<file path="config.mk">
export PLATFORM = sky130hd
export DESIGN_NAME = cfg_frame_writer
export DESIGN_NICKNAME = d
export VERILOG_FILES = /design/src/rtl/cfg_frame_writer.sv
export SDC_FILE = /design/constraint.sdc
export NUM_CORES = 1
export LEC_CHECK = 0
export ABC_AREA = 1
export BUFFER_PORTS_ARGS = -buffer_cell sky130_fd_sc_hd__buf_2
export CAP_MARGIN = 20
export CORE_MARGIN = 2
export CORE_UTILIZATION = 46
export DETAILED_ROUTE_END_ITERATION = 7
export PLACE_DENSITY = 0.72
export SYNTH_ARGS = -nofsm -noshare
export SYNTH_HDL_FRONTEND = slang
export SYNTH_SLANG_ARGS = --single-unit
</file>
<file path="constraint.sdc">
create_clock -name prog_clk -period 1.39 [get_ports prog_clk]
set_clock_uncertainty 0.1 [all_clocks]
set_input_delay 0.0695 -clock prog_clk [delete_from_list [all_inputs] [get_ports prog_clk]]
set_output_delay 0.0695 -clock prog_clk [all_outputs]
set_load 0.05 [all_outputs]
</file>
<file path="src/rtl/cfg_frame_writer.sv">
// cfg_frame_writer: streams bitstream bits into a frame/bit addressed configuration memory, one write per two cycles.
// Optional feature macro CFG_WRITER_PARITY_EN adds a trailing even-parity bit check after the last frame.
module cfg_frame_writer #(
  parameter int NUM_FRAMES = 11,
  parameter int FRAME_BITS = 6,
  parameter int BIT_AW     = 3,
  parameter int FRAME_AW   = 4
) (
  input  logic                           prog_clk,
  input  logic                           pReset,
  input  logic                           start,
  input  logic                           bit_valid,
  input  logic                           bit_data,
  output logic                           bit_ready,
  output logic                           enable,
  output logic [0:BIT_AW+FRAME_AW-1]     address,
  output logic [0:0]                     data_in,
  output logic                           busy,
  output logic                           done,
  output logic                           error
);

`ifdef CFG_WRITER_PARITY_EN
  typedef enum logic [2:0] {IDLE, LOAD, WRITE, PARITY, DONE} state_t;
`else
  typedef enum logic [2:0] {IDLE, LOAD, WRITE, DONE} state_t;
`endif

  state_t                       r_state;
  state_t                       w_next;
  logic [BIT_AW-1:0]            r_bitIdx;
  logic [FRAME_AW-1:0]          r_frameIdx;
  logic [0:BIT_AW+FRAME_AW-1]   r_address;
  logic                         r_data;
  logic                         w_lastBit;
  logic                         w_lastFrame;

  assign w_lastBit   = (r_bitIdx == BIT_AW'(FRAME_BITS - 1));
  assign w_lastFrame = (r_frameIdx == FRAME_AW'(NUM_FRAMES - 1));
  assign address     = r_address;
  assign data_in     = r_data;

  always_comb begin
    w_next    = r_state;
    bit_ready = 1'b0;
    enable    = 1'b0;
    busy      = 1'b0;
    done      = 1'b0;
    case (r_state)
      IDLE: if (start) w_next = LOAD;
      LOAD: begin
        bit_ready = 1'b1;
        busy      = 1'b1;
        if (bit_valid) w_next = WRITE;
      end
      WRITE: begin
        enable = 1'b1;
        busy   = 1'b1;
        if (w_lastBit && w_lastFrame) begin
`ifdef CFG_WRITER_PARITY_EN
          w_next = PARITY;
`else
          w_next = DONE;
`endif
        end else begin
          w_next = LOAD;
        end
      end
`ifdef CFG_WRITER_PARITY_EN
      PARITY: begin
        bit_ready = 1'b1;
        busy      = 1'b1;
        if (bit_valid) w_next = DONE;
      end
`endif
      DONE: begin
        done   = 1'b1;
        w_next = IDLE;
      end
      default: w_next = IDLE;
    endcase
  end

  // Address and data are captured at acceptance so they stay put through WRITE and the cycle after it.
  always_ff @(posedge prog_clk) begin
    if (pReset) begin
      r_state    <= IDLE;
      r_bitIdx   <= '0;
      r_frameIdx <= '0;
      r_address  <= '0;
      r_data     <= 1'b0;
    end else begin
      r_state <= w_next;
      if (r_state == IDLE && start) begin
        r_bitIdx   <= '0;
        r_frameIdx <= '0;
      end
      if (r_state == LOAD && bit_valid) begin
        r_address <= {r_bitIdx, r_frameIdx};
        r_data    <= bit_data;
      end
      if (r_state == WRITE) begin
        if (w_lastBit) begin
          r_bitIdx   <= '0;
          r_frameIdx <= r_frameIdx + FRAME_AW'(1);
        end else begin
          r_bitIdx <= r_bitIdx + BIT_AW'(1);
        end
      end
    end
  end

`ifdef CFG_WRITER_PARITY_EN
  logic r_parity;
  logic r_error;

  always_ff @(posedge prog_clk) begin
    if (pReset) begin
      r_parity <= 1'b0;
      r_error  <= 1'b0;
    end else if (r_state == IDLE && start) begin
      r_parity <= 1'b0;
      r_error  <= 1'b0;
    end else if (r_state == LOAD && bit_valid) begin
      r_parity <= r_parity ^ bit_data;
    end else if (r_state == PARITY && bit_valid) begin
      r_error <= r_error | (r_parity ^ bit_data);
    end
  end

  assign error = r_error;
`else
  assign error = 1'b0;
`endif

endmodule

</file>
==> results of run 1 <==
synthesized netlist by cell type:
master,n
nor2_2,1
nand3_1,4
conb_1,1
buf_4,1
dfxtp_1,17
nor3_1,2
nor2_4,1
ha_1,6
o211ai_1,1
a21oi_2,2
nand2_4,1
nand2_2,2
o21ai_2,2
clkinv_2,1
buf_2,2
o21ai_0,11
nor2_1,15
a211oi_2,1
nand2_1,13
inv_1,14
o22ai_1,1
nand4_1,1
a21oi_1,8
state kept, by name, indices dropped and copies added (netlist names):
| register | count |
|---|---|
| data_in | 1 |
| r_frameIdx | 4 |
| address | 7 |
| r_state | 2 |
| r_bitIdx | 3 |
through the flow:
step	area, sq um	hold WS, ns
2_1_floorplan	838.3	0.03194
3_3_place_gp	969.7	0.1853
3_5_place_dp	969.7	0.1924
4_1_cts	1037	0.05022
5_1_grt	1081	0.07813
6_report	1081	0.06439
worst max-delay path by stage:
stage	depth (start not counted)	from	slack [ns]	endpoint
2_1_floorplan	7	r_state[0]$_SDFFE_PP0P_	-0.12	r_bitIdx[2]$_SDFFE_PP0P_
3_3_place_gp	7	r_state[0]$_SDFFE_PP0P_	0.05	r_state[1]$_SDFFE_PP0P_
3_5_place_dp	7	r_state[0]$_SDFFE_PP0P_	-0.02	r_state[0]$_SDFFE_PP0P_
4_1_cts	7	r_state[0]$_SDFFE_PP0P_	0.003	r_state[0]$_SDFFE_PP0P_
5_1_grt	6	r_state[1]$_SDFFE_PP0P_	-0.03	address[2]$_SDFFE_PP0P_
6_report	3	r_state[0]$_SDFFE_PP0P_	0.07	busy
repair_timing:
action / 4_1_cts / 5_1_grt
setup endpoints to repair: 9 / 16
hold buffers: 2 / 0
cloned: 0 / 1
hold endpoints to repair: 4 / 0
pin swaps: 0 / 1
resized for setup: 7 / 15
layout make-up:
| class | instances | area (sq um) | share of cell area, % |
|---|---|---|---|
| repair inverters | 1 | 7.507 | 0.6944 |
| clock inverters | 1 | 5.005 | 0.4630 |
| flip-flops and latches | 17 | 342.8 | 31.71 |
| clock buffers | 3 | 22.52 | 2.083 |
| repair buffers | 23 | 155.1 | 14.35 |
| inverters | 15 | 62.56 | 5.787 |
| multi-input cells | 73 | 454.2 | 42.01 |
| well taps | 25 | 31.28 | 2.894 |
where the power goes:
| part | leakage, nW | switching [mW] | internal [mW] |
|---|---|---|---|
| Combinational | 0.326 | 0.828 | 0.420 |
| Clock | 0.0177 | 0.164 | 0.107 |
| Sequential | 0.139 | 0.0692 | 0.587 |
cells in the final DEF (no fill, tap or decap), types with 2 or more instances in the layout:
cell,n
nor2_1,15
dfxtp_1,15
nand2_1,12
buf_2,12
inv_1,11
o21ai_0,9
a21oi_1,8
buf_4,7
nand3_1,4
nand2_2,3
ha_1,3
clkbuf_4,3
inv_4,2
o21ai_2,2
nor3_1,2
o21ai_1,2
a21oi_2,2
clkinv_2,2
ha_4,2
dlygate4sd3_1,2
buf_6,2
dfxtp_2,2
layer usage:
| layer | GRT usage [%] | part of all wire, % | wire length, microns |
|---|---|---|---|
| met1 | 21.31 | 46 | 803 |
| met2 | 28.06 | 48 | 826 |
| met3 | 7.059 | 5.4 | 93 |
| met5 | 0 | 0 | 0 |
| met4 | 5.143 | 0.69 | 12 |
worst min-delay path: cells and delay by family:
kind,cells,cell delay [ns]
AND/OR/NAND/NOR,2,0.20
buffers and inverters,1,0.10
AO/OA/AOI/OAI,1,0.05
kinds of logic after synthesis:
logic type | count (synthesis)
AOI/OAI and AO/OA | 26
other | 1
DFF | 17
buffers and inverters | 18
adders and majority gates | 6
and+or+nand+nor | 40
==> impl_metrics.yaml, run 1 <==
setup_path:
  timing.rr.end: "r_bitIdx[1]$_SDFFE_PP0P_"
  worstSetupEndpointType: "output pin"
  cp.buffers_inverters: 2
  startpoint_type: "flop"
  worst-path-max-fanout: 4
  rrSetupSlack_ns: 0.07
  cp_slowest_stage_delay_ns: 0.39
  cp_top_family: "flip-flops"
  critPathKind: "reg -> out"
  rr_worst_depth: 7
  reg2reg_from: "r_state[0]$_SDFFE_PP0P_"
  cp.required_ns: 1.22
  cp.arrival_ns: 1.15
  cpMaxStageDelayCell: "dfxtp_2"
  crit_chain: "inv_4 -> ha_4 -> buf_6"
power_and_ir_drop:
  leakage_nw: 0.4825
  ir_worst_vdd_v: 0.001230
  power_mw: 2.176
  power_density_nw_per_um2: 2013
drt:
  drt-initial-drc-count: 15
  num_vias: 750
  wl_per_cell_microns: 10.98
  wl_mm: 1.735
  via_per_inst: 4.747
  postRouteAntennaNets: 0
  drcViolationCount: 0
  firstDrtPassIters: 4
synthesis:
  synthCells: 108
  syn-num-nets: 119
  avgSynthCellArea_sq_um: 7.716
  synth_area_leaders: "dfxtp_1, ha_1, nor2_1"
  synth_cell_types: 23
  ys.warnings.count: 0
  synth_compound_area_share_pct: 18.77
  synth.mux.area_fraction_pct: 0
  synth_top_area_share_pct: 40.84
  synth_area_sq_um: 833.3
  synth_top_family_by_area: "simple AND/OR/NAND/NOR gates"
  synth_adder_area_share_pct: 9.009
  synth_seq_cells: 17
  yosysSeqAreaShare_pct: 40.84
  yosys.area.top_type: "dfxtp_1"
  synth_xor_area_share_pct: 0
  synth-simple-area-share_pct: 21.92
timing:
  grt_setup_unrepaired: "yes"
  fin_ws_ns: 0.06860
  finalCritPeriodShare_pct: 95.06
  max_freq_mhz: 756.8
  fin_crit_ns: 1.321
  totalNegativeSetupSlack_ns: 0
  hold_violations: 0
  slew_violations: 0
  finalSetupViolations: 0
placed_design:
  place_ws_ns: -0.02328
  globalplace.congestion: 0.7545
  hpwl_mm: 1.168
  dp_cells: 151
  port_buffers: 16
floorplan:
  fp.dieW_microns: 46.56
  core_sq_um: 1708
  pin_count: 18
  num_rows: 15
  die-area_sq_um: 2168
  die_h_microns: 46.56
  initial_core_util_pct: 48.79
clock_network:
  post_cts_buffers: 0
  cts_root_buf: "clkbuf_4"
  clk_pin_slew_ns: 0.10
  cts_tree: "done"
  cts-htree-levels: 1
  clk_latency_ns: 0.29
  clockBufferDepth: 2
  cts_sinks: 17
  numCtsBuffers: 3
grt:
  grt_max_degree: 15
  antenna_found_initial: 0
  grt_pass1_wl_mm: 2.580
  grt_pass1_vias: 623
  grt_use_total_pct: 17.49
  grt-ovfl-total: 0
layout:
  nets: 145
  insertedDiodeCount: 0
  drive_above_1_share_pct: 35.34
  areaGrowthSynthToFinish_pct: 29.73
  num-fill-cells: 153
  fin_util_pct: 63.30
  final_cells: 158
hold_path:
  min_delay_worst_endpoint: "r_frameIdx[3]$_SDFF_PP0_"
  holdPathStages: 4
  min_path_type: "in -> reg"
  min_from: "start"
status:
  outcome: "finished, final reports clean"
run:
  drv_cap: 0
No activity file was read; power rests on OpenSTA's default activity.
==> inputs of run 2 (changes only) <==
--- a/config.mk
+++ b/config.mk
@@ -8,2 +8,3 @@
 export ABC_AREA = 1
+export ABC_CLOCK_PERIOD_IN_PS = 1390
 export BUFFER_PORTS_ARGS = -buffer_cell sky130_fd_sc_hd__buf_2
==> constraint.sdc (replaced) <==
create_clock -name prog_clk -period 1.39 [get_ports prog_clk]
set_clock_uncertainty 0.1 [all_clocks]
set_input_delay 0.2085 -clock prog_clk [delete_from_list [all_inputs] [get_ports prog_clk]]
set_output_delay 0.2085 -clock prog_clk [all_outputs]
set_load 0.05 [all_outputs]
==> impl_metrics.yaml, run 2 (same netlist as run 1, synthesis figures left out) <==
setup_path:
  cp.buffers_inverters: 2
  crit_chain: "inv_6 -> ha_4 -> buf_8"
  worstSetupEndpointType: "output pin"
  cp_slowest_stage_delay_ns: 0.39
  cp_top_family: "flip-flops"
  cp.required_ns: 1.08
  cp.arrival_ns: 1.12
  critPathKind: "reg -> out"
  cpMaxStageDelayCell: "dfxtp_4"
  worst-path-max-fanout: 4
  startpoint_type: "flop"
power_and_ir_drop:
  swShare_pct: 47.48
  power_mw: 2.351
  p_clk_share_pct: 11.5
  seqPwrFrac_pct: 28.8
  ir_worst_vdd_v: 0.001748
  intPower_mw: 1.235
  p_switching_mw: 1.116
  power_density_nw_per_um2: 2081
  p_comb_share_pct: 59.7
  leakage_nw: 0.4967
timing:
  hold_violations: 0
  finalSetupViolations: 3
  whs_ns: 0.02132
  totalNegativeSetupSlack_ns: -0.08965
  finalCritPeriodShare_pct: 102.9
  max_freq_mhz: 699.3
  grt_setup_unrepaired: "yes"
  fin_ws_ns: -0.03994
  slew_violations: 0
  fin_crit_ns: 1.430
floorplan:
  die_h_microns: 46.56
  pin_count: 18
  fp.dieW_microns: 46.56
  num_rows: 15
  initial_core_util_pct: 48.79
  core_sq_um: 1708
  die-area_sq_um: 2168
layout:
  nets: 146
  areaGrowthSynthToFinish_pct: 35.59
  num-fill-cells: 145
  fin_util_pct: 66.15
  drive_above_1_share_pct: 38.06
  layout_common_cells: "nor2_1, dfxtp_1, nand2_1, buf_2"
  largest_reg_flops: 7
  insertedDiodeCount: 0
placed_design:
  hpwl_mm: 1.168
  globalplace.congestion: 0.7545
  port_buffers: 16
  place_ws_ns: -0.02328
drt:
  via_per_inst: 4.730
  drcViolationCount: 0
  num_vias: 752
  postRouteAntennaNets: 0
  wl_per_cell_microns: 11.52
  firstDrtPassIters: 4
  wl_mm: 1.831
  drt-initial-drc-count: 15
clock_network:
  cts_tree: "done"
  cts-htree-levels: 1
  clk_latency_ns: 0.30
  clk_pin_slew_ns: 0.10
  cts_hold_buf: 0
  numCtsBuffers: 3
  clockBufferDepth: 2
  cts_sinks: 17
  cts_root_buf: "clkbuf_4"
hold_path:
  min_path_type: "in -> reg"
grt:
  grt_use_total_pct: 18.53
  grt_max_degree: 15
  grt-ovfl-total: 0
  antenna_found_initial: 0
  grt_pass1_wl_mm: 2.739
  grt_pass1_vias: 652
status:
  outcome: "finished, violations left"
  violations: "setup timing"
run:
  drv_cap: 0
[run 2: changes by cell type in the layout (fill, tap and decap cells not counted), sizes merged]
cell,before,now
inv,14,15
clkinv,2,1
dlygate4sd3,2,0
buf,21,24
[run 2: path summary, 6_finish.rpt]
check | start | end | slack, ns | cells past startpoint
setup / recovery | r_state[0]$_SDFFE_PP0P_ | busy | -0.04 | 3
hold / removal | pReset | r_frameIdx[3]$_SDFF_PP0_ | 0.02 | 2
setup reg to reg | r_state[1]$_SDFFE_PP0P_ | r_state[0]$_SDFFE_PP0P_ | 0.03 | 7
hold reg to reg | r_frameIdx[2]$_SDFF_PP0_ | r_frameIdx[2]$_SDFF_PP0_ | 0.38 | 2
[run 2: routing by layer]
metal / vias to the layer above / global-route usage [%] / share of wire, %
li1: 404 / - / -
met1: 321 / 21.31 / 44
met2: 23 / 31.11 / 48
met3: 4 / 7.843 / 7.0
met4: 0 / 5.143 / 1.6
met5: - / 0 / 0
[run 2: timing repair]
action	in CTS	in global routing
pin swaps	0	0
gates resized for setup	23	7
setup buffers	0	3
gates cloned	0	1
setup endpoints to repair	11	11
[run 2: power by group through the flow]
stage	Clock (mW)	Sequential [mW]	Combinational (mW)
after detailed placement	0	0.648	1.04
after floorplan	0	0.849	0.613
final	0.270	0.676	1.40
after global routing	0.305	0.691	1.50
after CTS	0.279	0.673	1.27
after global placement	0	0.645	1.02
[run 2: metrics by stage]
step	instance area [sq um]	std cells
floorplan	838.3	108
global placement	969.7	151
detailed placement	969.7	151
CTS	1074	155
global route	1130	159
finish	1130	159
[run 2: final cells by class]
class	instances	area, sq um	area share (%)
clock inverter	1	5.005	0.4430
tap	25	31.28	2.769
clock buffer	3	22.52	1.993
timing repair buffer	24	180.2	15.95
inverter	15	68.82	6.091
sequential	17	347.8	30.79
multi-input combinational	73	466.7	41.31
timing repair inverter	1	7.507	0.6645
==> inputs of run 3 (changes only) <==
CORE_UTILIZATION = 49   (was 46)
CTS_BUF_LIST = sky130_fd_sc_hd__clkbuf_8   (was default)
PLACE_DENSITY = 0.76   (was 0.72)
==> impl_metrics.yaml, run 3 (same netlist as run 1, synthesis figures left out) <==
layout:
  fin_util_pct: 70.87
  layout_common_cells: "nor2_1, dfxtp_1, nand2_1, buf_2, inv_1"
  num-fill-cells: 122
  areaGrowthSynthToFinish_pct: 32.58
  insertedDiodeCount: 0
  drive_above_1_share_pct: 36.36
  largest_reg_flops: 7
  nets: 144
timing:
  fin_ws_ns: 0.0001350
  finalCritPeriodShare_pct: 99.99
  hold_violations: 0
  fin_crit_ns: 1.390
  finalSetupViolations: 0
  totalNegativeSetupSlack_ns: 0
  grt_setup_unrepaired: "yes"
  max_freq_mhz: 719.5
  slew_violations: 0
hold_path:
  min_path_type: "in -> reg"
grt:
  antenna_found_initial: 0
  grt_max_degree: 15
  grt_pass1_vias: 712
  grt_use_total_pct: 19.29
  grt_pass1_wl_mm: 2.863
  grt-ovfl-total: 0
floorplan:
  core_sq_um: 1559
  die-area_sq_um: 2047
  fp.dieW_microns: 45.24
  initial_core_util_pct: 53.45
  pin_count: 18
  num_rows: 14
  die_h_microns: 45.24
power_and_ir_drop:
  leakage_nw: 0.4993
  ir_worst_vdd_v: 0.001458
  power_density_nw_per_um2: 2175
setup_path:
  worstSetupEndpointType: "output pin"
  cp.arrival_ns: 1.08
  cp.required_ns: 1.08
  startpoint_type: "flop"
  worst-path-max-fanout: 5
  critPathKind: "reg -> out"
clock_network:
  clk_latency_ns: 0.25
  cts_tree: "done"
  clk_pin_slew_ns: 0.06
  cts_root_buf: "clkbuf_8"
  cts_sinks: 17
  numCtsBuffers: 3
  cts_hold_buf: 0
  cts-htree-levels: 1
  clockBufferDepth: 2
placed_design:
  port_buffers: 16
  globalplace.congestion: 0.8018
  hpwl_mm: 1.209
  place_ws_ns: -0.02925
drt:
  wl_mm: 1.781
  postRouteAntennaNets: 0
  drcViolationCount: 0
  num_vias: 751
  drt-initial-drc-count: 13
  via_per_inst: 5.074
  wl_per_cell_microns: 12.03
  firstDrtPassIters: 4
run:
  drv_cap: 0
status:
  outcome: "finished, final reports clean"
[run 3: worst max-delay path, stage by stage, from the launching register on]
cell and delay [ns]:
dfxtp_4 0.35, buf_4 0.14, ha_4 0.18, buf_8 0.15
[run 3: area by class of cell]
type,count,area [sq um],area share [%]
Inverter,15,62.56,5.663
Clock inverter,1,5.005,0.4530
Clock buffer,3,41.29,3.737
Timing Repair Buffer,23,166.4,15.06
Sequential cell,17,347.8,31.48
Multi-Input combinational cell,73,461.7,41.79
Tap cell,16,20.02,1.812
[run 3: path summary, 6_finish.rpt]
| path | startpoint | to | slack, ns | cells past startpoint |
|---|---|---|---|---|
| worst max register to register | r_state[1]$_SDFFE_PP0P_ | r_state[1]$_SDFFE_PP0P_ | 0.09 | 7 |
| worst max-delay path | r_state[1]$_SDFFE_PP0P_ | enable | 0.0001 | 3 |
| worst min-delay path | pReset | r_frameIdx[3]$_SDFF_PP0_ | 0.08 | 2 |
| worst min register to register | r_frameIdx[2]$_SDFF_PP0_ | r_frameIdx[2]$_SDFF_PP0_ | 0.38 | 2 |
[run 3: repair_timing]
action / 4_1_cts / 5_1_grt
resized for setup: 13 / 14
endpoints found under the setup margin: 5 / 14
pin swaps: 0 / 2
setup buffers: 2 / 1
[run 3: metrics by stage]
step	total power [mW]	hold WS, ns	cells	instance area, sq um
4_1_cts	2.261	0.05873	147	1059
5_1_grt	2.549	0.06896	148	1105
2_1_floorplan	1.462	0.1709	108	838.3
6_report	2.403	0.08236	148	1105
3_5_place_dp	1.673	0.3259	141	950.9
3_3_place_gp	1.658	0.3245	141	950.9
[run 3: report_power, final]
| part | leakage [nW] | internal (mW) | switching [mW] |
|---|---|---|---|
| Sequential | 0.140 | 0.599 | 0.0733 |
| Combinational | 0.334 | 0.518 | 0.849 |
| Clock | 0.0255 | 0.199 | 0.165 |
| Total | 0.499 | 1.32 | 1.09 |
[run 3: layer usage]
metal / global-route usage, % / up-vias / share of wire [%]
li1: - / 397 / -
met1: 21.57 / 335 / 44
met2: 34.57 / 17 / 52
met3: 7.600 / 2 / 3.9
met4: 3.529 / 0 / 0.34
met5: 0 / - / 0
